File: src/rtl/cell_rd_pkg.sv
// Shared types and constants for the cell position reader.
package cell_rd_pkg;

  typedef enum logic [2:0] {
    IDLE     = 3'd0,
    RD_CNT   = 3'd1,
    WAIT_CNT = 3'd2,
    STREAM   = 3'd3,
    DRAIN    = 3'd4,
    DONE     = 3'd5
  } state_t;

  localparam int RAM_RD_LATENCY = 2;
  localparam int COUNT_ADDR     = 0;

endpackage

File: src/rtl/cell_rd_fifo.sv
// Show-ahead synchronous FIFO buffering particle words ahead of the consumer.
module cell_rd_fifo #(
  parameter int WIDTH = 105,
  parameter int DEPTH = 4
) (
  input  logic                     clock,
  input  logic                     rst_n,
  input  logic                     push,
  input  logic [WIDTH-1:0]         push_data,
  input  logic                     pop,
  output logic [WIDTH-1:0]         pop_data,
  output logic                     full,
  output logic                     empty,
  output logic [$clog2(DEPTH):0]   count
);

  localparam int AW = $clog2(DEPTH);

  logic [WIDTH-1:0] mem [DEPTH];
  logic [AW-1:0]    wr_ptr;
  logic [AW-1:0]    rd_ptr;
  logic             push_ok;
  logic             pop_ok;

  assign empty   = (count == '0);
  assign full    = (count == (AW+1)'(DEPTH));
  assign pop_ok  = pop && !empty;
  // A push into a full FIFO is only accepted when the head leaves in the same cycle.
  assign push_ok = push && (!full || pop_ok);

  always_ff @(posedge clock or negedge rst_n) begin
    if (!rst_n) begin
      wr_ptr <= '0;
      rd_ptr <= '0;
      count  <= '0;
    end else begin
      if (push_ok) wr_ptr <= wr_ptr + AW'(1);
      if (pop_ok)  rd_ptr <= rd_ptr + AW'(1);
      case ({push_ok, pop_ok})
        2'b10:   count <= count + (AW+1)'(1);
        2'b01:   count <= count - (AW+1)'(1);
        default: count <= count;
      endcase
    end
  end

  always_ff @(posedge clock) begin
    if (push_ok) mem[wr_ptr] <= push_data;
  end

  assign pop_data = empty ? '0 : mem[rd_ptr];

endmodule

File: src/rtl/cell_pos_reader.sv
// Reads the particle count at address 0, then streams particles 1..count over valid/ready.
// Optional CELL_RD_CNT_CHECK_EN: clamps an oversized count and flags it on cnt_err.
module cell_pos_reader #(
  parameter int DATA_WIDTH   = 96,
  parameter int PARTICLE_NUM = 220,
  parameter int ADDR_WIDTH   = 8,
  parameter int FIFO_DEPTH   = 4
) (
  input  logic                  clock,
  input  logic                  rst_n,
  input  logic                  start,
  output logic [ADDR_WIDTH-1:0] mem_address,
  output logic                  mem_rden,
  output logic                  mem_wren,
  input  logic [DATA_WIDTH-1:0] mem_q,
  output logic                  out_valid,
  input  logic                  out_ready,
  output logic [DATA_WIDTH-1:0] out_pos,
  output logic [ADDR_WIDTH-1:0] out_pid,
  output logic                  out_last,
  output logic                  busy,
  output logic                  done,
  output logic [ADDR_WIDTH-1:0] particle_cnt
`ifdef CELL_RD_CNT_CHECK_EN
  ,
  output logic                  cnt_err
`endif
);

  import cell_rd_pkg::*;

  localparam int FW = DATA_WIDTH + ADDR_WIDTH + 1;
  localparam int CW = $clog2(FIFO_DEPTH) + 1;
  localparam int KW = CW + 2;

  if (FIFO_DEPTH < 4 || (FIFO_DEPTH & (FIFO_DEPTH - 1)) != 0 ||
      PARTICLE_NUM > (1 << ADDR_WIDTH)) begin : g_cfg_check
    $error("cell_pos_reader: illegal parameter set");
  end

  state_t                state;
  logic [1:0]            wait_cnt;
  logic [ADDR_WIDTH-1:0] cnt_raw;
  logic [ADDR_WIDTH-1:0] cnt_use;
  logic [ADDR_WIDTH-1:0] next_addr;
  logic                  vld_p0, vld_p1, vld_p2;
  logic [ADDR_WIDTH-1:0] pid_p1, pid_p2;
  logic [1:0]            in_flight;
  logic [KW-1:0]         occ_next;
  logic                  credit_ok;
  logic                  pop;
  logic                  fifo_full;
  logic                  fifo_empty;
  logic [CW-1:0]         fifo_count;
  logic [FW-1:0]         fifo_in;
  logic [FW-1:0]         fifo_out;

  assign cnt_raw = mem_q[ADDR_WIDTH-1:0];

`ifdef CELL_RD_CNT_CHECK_EN
  localparam logic [ADDR_WIDTH-1:0] CNT_MAX = ADDR_WIDTH'(PARTICLE_NUM - 1);

  function automatic logic [ADDR_WIDTH-1:0] sat_count(input logic [ADDR_WIDTH-1:0] c);
    return (c > CNT_MAX) ? CNT_MAX : c;
  endfunction

  logic cnt_over;
  assign cnt_use  = sat_count(cnt_raw);
  assign cnt_over = (cnt_raw > CNT_MAX);
`else
  assign cnt_use = cnt_raw;
`endif

  assign next_addr = mem_address + ADDR_WIDTH'(1);
  assign pop       = out_valid && out_ready;

  // Credit: reads still in the RAM pipe plus the FIFO occupancy after this edge must leave a slot.
  assign in_flight = 2'(vld_p0) + 2'(vld_p1);
  assign occ_next  = KW'(fifo_count) + KW'(vld_p2) - KW'(pop);
  assign credit_ok = !fifo_full && ((occ_next + KW'(in_flight)) < KW'(FIFO_DEPTH));

  always_ff @(posedge clock or negedge rst_n) begin
    if (!rst_n) begin
      state        <= IDLE;
      wait_cnt     <= '0;
      mem_address  <= '0;
      mem_rden     <= 1'b0;
      vld_p0       <= 1'b0;
      particle_cnt <= '0;
`ifdef CELL_RD_CNT_CHECK_EN
      cnt_err      <= 1'b0;
`endif
    end else begin
      mem_rden <= 1'b0;
      vld_p0   <= 1'b0;
      case (state)
        IDLE: begin
          if (start) begin
            state       <= RD_CNT;
            mem_address <= ADDR_WIDTH'(COUNT_ADDR);
            mem_rden    <= 1'b1;
`ifdef CELL_RD_CNT_CHECK_EN
            cnt_err     <= 1'b0;
`endif
          end
        end
        RD_CNT: begin
          state    <= WAIT_CNT;
          wait_cnt <= '0;
        end
        WAIT_CNT: begin
          if (wait_cnt == 2'(RAM_RD_LATENCY - 1)) begin
            particle_cnt <= cnt_use;
`ifdef CELL_RD_CNT_CHECK_EN
            cnt_err      <= cnt_over;
`endif
            if (cnt_use == '0) begin
              state <= DONE;
            end else begin
              mem_address <= ADDR_WIDTH'(1);
              mem_rden    <= 1'b1;
              vld_p0      <= 1'b1;
              state       <= (cnt_use == ADDR_WIDTH'(1)) ? DRAIN : STREAM;
            end
          end else begin
            wait_cnt <= wait_cnt + 2'd1;
          end
        end
        STREAM: begin
          if (credit_ok) begin
            mem_address <= next_addr;
            mem_rden    <= 1'b1;
            vld_p0      <= 1'b1;
            if (next_addr == particle_cnt) state <= DRAIN;
          end
        end
        DRAIN: begin
          if (pop && out_last) state <= DONE;
        end
        DONE: begin
          state <= IDLE;
        end
        default: state <= IDLE;
      endcase
    end
  end

  // RAM return pipeline: p0 = read presented, p2 = data on mem_q
  always_ff @(posedge clock or negedge rst_n) begin
    if (!rst_n) begin
      vld_p1 <= 1'b0;
      vld_p2 <= 1'b0;
    end else begin
      vld_p1 <= vld_p0;
      vld_p2 <= vld_p1;
    end
  end

  always_ff @(posedge clock) begin
    pid_p1 <= mem_address;
    pid_p2 <= pid_p1;
  end

  assign fifo_in = {(pid_p2 == particle_cnt), pid_p2, mem_q};

  cell_rd_fifo #(
    .WIDTH (FW),
    .DEPTH (FIFO_DEPTH)
  ) u_fifo (
    .clock     (clock),
    .rst_n     (rst_n),
    .push      (vld_p2),
    .push_data (fifo_in),
    .pop       (pop),
    .pop_data  (fifo_out),
    .full      (fifo_full),
    .empty     (fifo_empty),
    .count     (fifo_count)
  );

  assign out_valid = !fifo_empty;
  assign out_last  = fifo_out[FW-1];
  assign out_pid   = fifo_out[FW-2 -: ADDR_WIDTH];
  assign out_pos   = fifo_out[DATA_WIDTH-1:0];

  assign mem_wren = 1'b0;
  assign busy     = (state == RD_CNT) || (state == WAIT_CNT) ||
                    (state == STREAM) || (state == DRAIN);
  assign done     = (state == DONE);

endmodule

File: config.mk
export PLATFORM = sky130hd
export DESIGN_NAME = cell_pos_reader
export DESIGN_NICKNAME = d
export VERILOG_FILES = /design/src/rtl/cell_rd_pkg.sv /design/src/rtl/cell_rd_fifo.sv /design/src/rtl/cell_pos_reader.sv
export SDC_FILE = /design/constraint.sdc
export NUM_CORES = 1
export LEC_CHECK = 0
export BUFFER_PORTS_ARGS = -buffer_cell sky130_fd_sc_hd__buf_2
export CELL_PAD_IN_SITES_DETAIL_PLACEMENT = 1
export CELL_PAD_IN_SITES_GLOBAL_PLACEMENT = 1
export CORE_ASPECT_RATIO = 0.9
export CORE_MARGIN = 3
export CORE_UTILIZATION = 40
export CTS_CLUSTER_DIAMETER = 60
export DETAILED_ROUTE_END_ITERATION = 10
export PLACE_DENSITY_LB_ADDON = 0.1
export SYNTH_ARGS = -nofsm -noshare
export SYNTH_HDL_FRONTEND = slang
export SYNTH_HIERARCHICAL = 1
export SYNTH_SLANG_ARGS = --single-unit
File: constraint.sdc
create_clock -name clock -period 14.7 [get_ports clock]
set_clock_uncertainty 0.1 [all_clocks]
set_input_delay 2.94 -clock clock [delete_from_list [all_inputs] [get_ports clock]]
set_output_delay 2.94 -clock clock [all_outputs]
set_load 0.03 [all_outputs]
Yosys cells after proc, flatten, opt, wreduce, memory -nomap -nowiden
Memory sizes are Yosys's and may differ from the RTL's.
Index checks and enable logic that the tools add are counted.
{ "totals": {"out_inout_bits": 126, "word_cells": 90, "register_bits": 48, "in_bits": 100, "mem_count": 1, "ram_bits": 420} }
{ "classes": {"n_addsub": 10, "muxes": 25, "reduce_logical": 21, "n_eq_ne": 19, "magnitude_cmp": 1} }
{ "memory_table": {"columns": ["memory", "words", "word_bits", "read_ports", "rd_clocked_by_memory_dff", "write_ports", "line_no", "text"], "rows": [
  ["u_fifo.mem", 4, 105, 1, 0, 1, "cell_rd_fifo.sv:19", "logic [WIDTH-1:0] mem [DEPTH];"]
]} }
{ "ops": {"columns": ["operator", "n"], "rows": [
  ["two-way mux 105 bit", 1],
  ["two-way mux 8 bit", 4],
  ["case mux 8 bit (3 select lines)", 1],
  ["two-way mux 3 bit", 7],
  ["equality test 8 bit", 2],
  ["case mux 3 bit (5 select lines)", 1],
  ["inequality test 2 bit (second input constant)", 7],
  ["AND reduction 5 bit", 2],
  ["equality test 3 bit (second input constant)", 3],
  ["adder 8 x 1 -> 8 bit (second input constant)", 1],
  ["equality test 8 x 1 -> 1 bit (second input constant)", 1],
  ["logical NOT 8 bit", 1],
  ["adder 2 x 1 -> 2 bit (second input constant)", 3],
  ["equality test 3 x 2 -> 1 bit (second input constant)", 2],
  ["logical NOT 3 bit", 2],
  ["two-way mux 1 bit", 6],
  ["case mux 3 bit (2 select lines)", 1],
  ["adder 5 x 2 -> 5 bit", 1],
  ["logical AND 1 bit", 5],
  ["< comparator 5 x 3 -> 1 bit (second input constant)", 1],
  ["subtractor 4 x 1 -> 5 bit", 1],
  ["adder 3 x 1 -> 4 bit", 1],
  ["equality test 2 x 1 -> 1 bit (second input constant)", 2],
  ["logical OR 1 bit", 4],
  ["other kinds (13)", 16]
]} }

Depth between registers and ports, before layout
{ "depth": {"depth_word": 9, "ltp_mapped": 15, "ltp_nobuf": 12} }

Cells and area by module
The synthesis kept the hierarchy.
{ "modules_own_cells": {"columns": ["mod", "cells_each", "seq_area_each_um2", "area_each_um2", "instances"], "rows": [
  ["cell_rd_fifo", 720, 12787.3, 16330.7, 1],
  ["cell_pos_reader", 212, 945.9, 2157.1, 1]
]} }

Worst setup path before layout
OpenSTA, ideal clock, no wires.
{ "synth_timing": {"kind": "input to register", "startpoint": "input out_ready", "endpoint": "memory u_fifo.mem[0][0], enable pin", "path_slack_ns": 7.974, "cell_stages": 4, "setup_time_ns": 0.476, "n_path_buf": 1, "arrival_time_ns": 6.150, "path_cell_list": "nor2b_1 > clkbuf_1 > o21a_1 > and2_1"} }
{ "synth_via": {"elab_chain_cells": 6} }
{ "synth_lines": {"columns": ["element", "line_no", "text"], "rows": [
  ["start, declared", "cell_pos_reader.sv:17", "input logic out_ready,"],
  ["logical AND 1 bit", "cell_pos_reader.sv:75", "assign pop = out_valid && out_ready;"],
  ["logical AND 1 bit", "cell_rd_fifo.sv:27", "assign pop_ok = pop && !empty;"],
  ["logical OR 1 bit", "cell_rd_fifo.sv:29", "assign push_ok = push && (!full || pop_ok);"],
  ["logical AND 1 bit", "cell_rd_fifo.sv:29", null],
  ["two-way mux 1 bit", "cell_rd_fifo.sv:48", "if (push_ok) mem[wr_ptr] <= push_data;"],
  ["two-way mux 1 bit (not written as such)", "cell_rd_fifo.sv:48", null],
  ["end, declared", "cell_rd_fifo.sv:19", null]
]} }
No other way between the ends.

Worst setup path after layout
{ "layout_timing": {"startpoint": "register u_fifo.rd_ptr[0]", "endpoint": "output out_pos[62]"} }
{ "layout_via": {"elab_chain_cells": 2} }
{ "layout_lines": {"columns": ["element", "line_no", "text"], "rows": [
  ["start, declared", "cell_rd_fifo.sv:21", "logic [AW-1:0] rd_ptr;"],
  ["start signal, assigned", "cell_rd_fifo.sv:38", "if (pop_ok) rd_ptr <= rd_ptr + AW'(1);"],
  ["memory read (4 x 105 bit)", null, null],
  ["two-way mux 105 bit", "cell_rd_fifo.sv:51", "assign pop_data = empty ? '0 : mem[rd_ptr];"],
  ["end, declared", "cell_pos_reader.sv:18", "output logic [DATA_WIDTH-1:0] out_pos,"]
]} }
No other way between the ends.

==> impl_summary.log <==
[metrics] result of the run: finished clean
[metrics] switching portion of total power: 0.364
[metrics] worst hold slack after final layout: 225 ps
[metrics] design internal power: approximately 3.0 mW
[metrics] worst min-delay path class: reg -> reg
[metrics] clock sink count: roughly 470
[metrics] number of design rule violations left after detail routing: 0
[metrics] final worst path period need: 6410 ps
[metrics] final-report hold violation count: 0
[metrics] cell with the most instances after synthesis: sky130_fd_sc_hd__edfxtp_1
[metrics] buffer levels on the longest clock path: 3
[metrics] Fill cells: roughly 4300
[metrics] leading cell types by count after synthesis: 420 x sky130_fd_sc_hd__edfxtp_1, 109 x sky130_fd_sc_hd__and2_1, 105 x sky130_fd_sc_hd__mux4_2
[metrics] number of pins with negative max-slew slack in the final report: 0
[metrics] area share of the largest cell type after synthesis: 0.682
[metrics] largest vdd supply drop: about 130 uV
[metrics] category of the worst setup path capture point: output pin
[metrics] number of resized instances in the post-cts repair step: 0
[metrics] all-layer global routing usage: 0.167
[metrics] number of hold buffers added after CTS: 0
[metrics] number of global-route vias before repair: slightly above 10000
[metrics] max-capacitance violation count: 0
[metrics] Crit Path Max Fanout: 45
[metrics] Vias: ~9400
[metrics] top cells by area in the synthesized netlist: sky130_fd_sc_hd__edfxtp_1 68%, sky130_fd_sc_hd__mux4_2 13%, sky130_fd_sc_hd__dfrtp_1 4.3%
[metrics] signal arrival time at the worst endpoint: between 3000 and 4000 ps
[metrics] insertion delay to the later sink of the worst-skew pair: ~570 ps
[metrics] leading register cell type out of synthesis: sky130_fd_sc_hd__edfxtp_1
[metrics] Syn Nets: approximately 1000
[metrics] post-synthesis area per instance: between 15 and 20 um2
[metrics] placer's final routability congestion estimate: about 0.74
[metrics] Vert. Die Dim: ~210 um
[metrics] CTS tree: done
[metrics] remaining antenna violation count: 0
[metrics] postcts setup bufs: 0
[metrics] post-DR vias/cell: about 5.1
[metrics] clock root buffer: sky130_fd_sc_hd__clkbuf_16
[metrics] cell type with the highest aggregate area in the netlist: sky130_fd_sc_hd__edfxtp_1
[metrics] number of enable-type register cells in the synthesized netlist: 420
[metrics] core region area: around 0.046 mm2
[metrics] combinational cell fraction of total power: 0.370
[metrics] worst setup timing slack at the placement stage: about 8500 ps
[metrics] total setup violations reported at the end of the flow: 0
[metrics] area delta synth->final: 17.7%
[metrics] Clock transition at path regs: approximately 60 ps
[metrics] initial antenna violation count: 6
[metrics] total gr overflow: 0
[metrics] total I/O pin count: ~230
[metrics] dpl hpwl: approximately 24 mm
[metrics] classification of the worst setup path: reg -> out
[metrics] part of the total power dissipated in sequential elements: 0.376
[metrics] Iter 0 DRT Violations: 555
[metrics] gate count after technology mapping: just over 900
[metrics] number of buffers created by CTS: 49
[metrics] crit path launch type: register
[metrics] standard-cell row count: between 70 and 80
[metrics] maximum number of pins on one net before global-route repair: between 60 and 70
[metrics] post-synthesis cell type count: between 60 and 70
[metrics] worst-margin pin slew: between 1000 and 1500 ps
[metrics] asr flop ratio synth: 0.0684
[metrics] min setup slack post-route: 8290 ps
[metrics] average wire per standard cell: ~22 um
[metrics] fraction of power consumed by the clock network: 0.254
[metrics] register bit count reported by yosys: between 400 and 500
[metrics] combined area of all synthesized cells: about 0.018 mm2
[metrics] areal power density over the cells: approximately 220 mW/mm2
[metrics] fmax: roughly 160 MHz
[metrics] endpoint required time on the critical path: between 10000 and 15000 ps
[metrics] Die ar.: around 0.049 mm2
[metrics] number of iterations in the first detailed-routing pass: 4
[metrics] part of the Yosys area used for sequential elements: 0.743
[metrics] final layout net count: between 1000 and 1500
[metrics] RSZ-0062 raised after global routing: no
[metrics] fraction of final layout cells with drive strength greater than 1: 0.356
[metrics] Post-Layout Cell Count: around 1800
[metrics] total negative slack: 0 ps
[metrics] Cells after DPL: between 1500 and 2000
[metrics] worst slew margin relative to its limit: 0.227
[metrics] fraction of the cycle the final worst path needs: 0.436
[metrics] static leakage power: 7.59 nW
[metrics] count of port buffers added during placement: 224
[metrics] first-pass GRT wire length: about 60 mm
[metrics] switching power: 1.72 mW
[metrics] Syn. warnings: 6
[metrics] drt total wl: between 40 and 50 mm
[metrics] floorplan die width: between 200 and 250 um
[metrics] number of H-tree levels: 2
[metrics] initial core utilization: 0.406
## state kept, by name, indices dropped and copies added, names as in the netlist, 2 cells and up
| signal | cells |
|---|---|
| particle_cnt | 8 |
| pid_p1 | 8 |
| wait_cnt | 2 |
| mem_address | 8 |
| u_fifo/rd_ptr | 2 |
| u_fifo/mem | 420 |
| state | 3 |
| pid_p2 | 8 |
| u_fifo/wr_ptr | 2 |
| u_fifo/count | 3 |
## worst max-delay path, stage by stage (launching register included)
cell	delay, ps
sky130_fd_sc_hd__dfrtp_4	890
sky130_fd_sc_hd__buf_4	840
sky130_fd_sc_hd__mux4_2	610
sky130_fd_sc_hd__and2_1	230
sky130_fd_sc_hd__buf_2	200
## power by group through the flow
| stage | logic, mW | clock network, mW | registers [mW] |
|---|---|---|---|
| floorplan | 1.32 | 0 | 1.75 |
| global placement | 1.78 | 0 | 1.81 |
| detailed placement | 1.79 | 0 | 1.81 |
| CTS | 1.80 | 1.24 | 1.79 |
| global route | 1.89 | 1.30 | 1.80 |
| finish | 1.75 | 1.20 | 1.78 |
## cells in the final DEF (no fill, tap or decap), types with 3 or more instances in the layout
cell | Yosys | layout
sky130_fd_sc_hd__a21oi_1 | 5 | 5
sky130_fd_sc_hd__a22o_1 | 5 | 5
sky130_fd_sc_hd__and2_1 | 109 | 105
sky130_fd_sc_hd__and2_4 | 0 | 4
sky130_fd_sc_hd__and3_1 | 5 | 5
sky130_fd_sc_hd__buf_2 | 18 | 224
sky130_fd_sc_hd__buf_4 | 4 | 9
sky130_fd_sc_hd__bufinv_16 | 0 | 4
sky130_fd_sc_hd__clkbuf_1 | 18 | 19
sky130_fd_sc_hd__clkbuf_16 | 0 | 51
sky130_fd_sc_hd__clkbuf_4 | 0 | 3
sky130_fd_sc_hd__clkinv_1 | 0 | 9
sky130_fd_sc_hd__dfrtp_1 | 32 | 30
sky130_fd_sc_hd__dfxtp_1 | 16 | 16
sky130_fd_sc_hd__diode_2 | 0 | 4
sky130_fd_sc_hd__edfxtp_1 | 420 | 420
sky130_fd_sc_hd__ha_1 | 12 | 12
sky130_fd_sc_hd__inv_1 | 27 | 27
sky130_fd_sc_hd__mux2_2 | 9 | 9
sky130_fd_sc_hd__mux4_2 | 105 | 105
sky130_fd_sc_hd__nand2_1 | 21 | 21
sky130_fd_sc_hd__nand2b_1 | 6 | 6
sky130_fd_sc_hd__nand3_1 | 5 | 5
sky130_fd_sc_hd__nand4_1 | 3 | 3
sky130_fd_sc_hd__nor2_1 | 10 | 10
sky130_fd_sc_hd__nor2b_1 | 3 | 3
sky130_fd_sc_hd__nor3_1 | 4 | 4
sky130_fd_sc_hd__o211ai_1 | 5 | 5
sky130_fd_sc_hd__o21a_1 | 5 | 5
sky130_fd_sc_hd__o21ai_0 | 14 | 14
sky130_fd_sc_hd__or3_1 | 5 | 4
sky130_fd_sc_hd__xnor2_1 | 18 | 18
sky130_fd_sc_hd__xor2_1 | 4 | 4
## stage by stage
step | cell area [um2] | util | power (mW)
6_report | 21800 | 0.478 | 4.73
4_1_cts | 21800 | 0.478 | 4.82
3_3_place_gp | 20200 | 0.443 | 3.59
5_1_grt | 21800 | 0.478 | 4.99
2_1_floorplan | 18500 | - | 3.07
3_5_place_dp | 20200 | 0.443 | 3.60
## kinds of logic after synthesis
family,Yosys count,share of synthesized area
flops,468,0.743
simple gates,183,0.0600
mux,114,0.133
buf+inv,74,0.0196
compound gates,56,0.0233
xor+xnor,22,0.0104
fa+ha+maj,14,0.0103
other cells,1,0.000203
## final timing paths
path / start / cells after the start / endpoint / slack [ps]
min reg2reg: pid_p1[1]$_DFF_P_ / 0 / pid_p2[1]$_DFF_P_ / 220
max: u_fifo/rd_ptr[0]$_DFFE_PN0N_ / 4 / out_pos[62] / 8290
min in group asynchronous: rst_n / 1 / particle_cnt[1]$_DFFE_PN0P_ / 2360
min: pid_p1[1]$_DFF_P_ / 0 / pid_p2[1]$_DFF_P_ / 220
max reg2reg: u_fifo/count[2]$_DFFE_PN0P_ / 13 / mem_address[0]$_DFFE_PN0P_ / 10280
max in group asynchronous: rst_n / 1 / u_fifo/rd_ptr[1]$_DFFE_PN0N_ / 11530
## final cells by class
class / instances / area (um2) / share of cell area
Tap cell: 608 / 761 / 0.0349
Antenna cell: 4 / 10.0 / 0.000460
Timing Repair Buffer: 233 / 1190 / 0.0546
Inverter: 27 / 101 / 0.00466
Clock buffer: 73 / 1370 / 0.0629
Clock inverter: 18 / 188 / 0.00862
Sequential cell: 468 / 13700 / 0.631
Multi-Input combinational cell: 390 / 4410 / 0.203
## per-layer routing
metal | vias to the layer above | track usage | share of wire
li1 | 4159 | - | -
met1 | 4938 | 0.232 | 0.44
met2 | 203 | 0.270 | 0.49
met3 | 58 | 0.0338 | 0.052
met4 | 6 | 0.0484 | 0.017
met5 | - | 0 | 0.00088
Power figures use the tool's default switching activity.
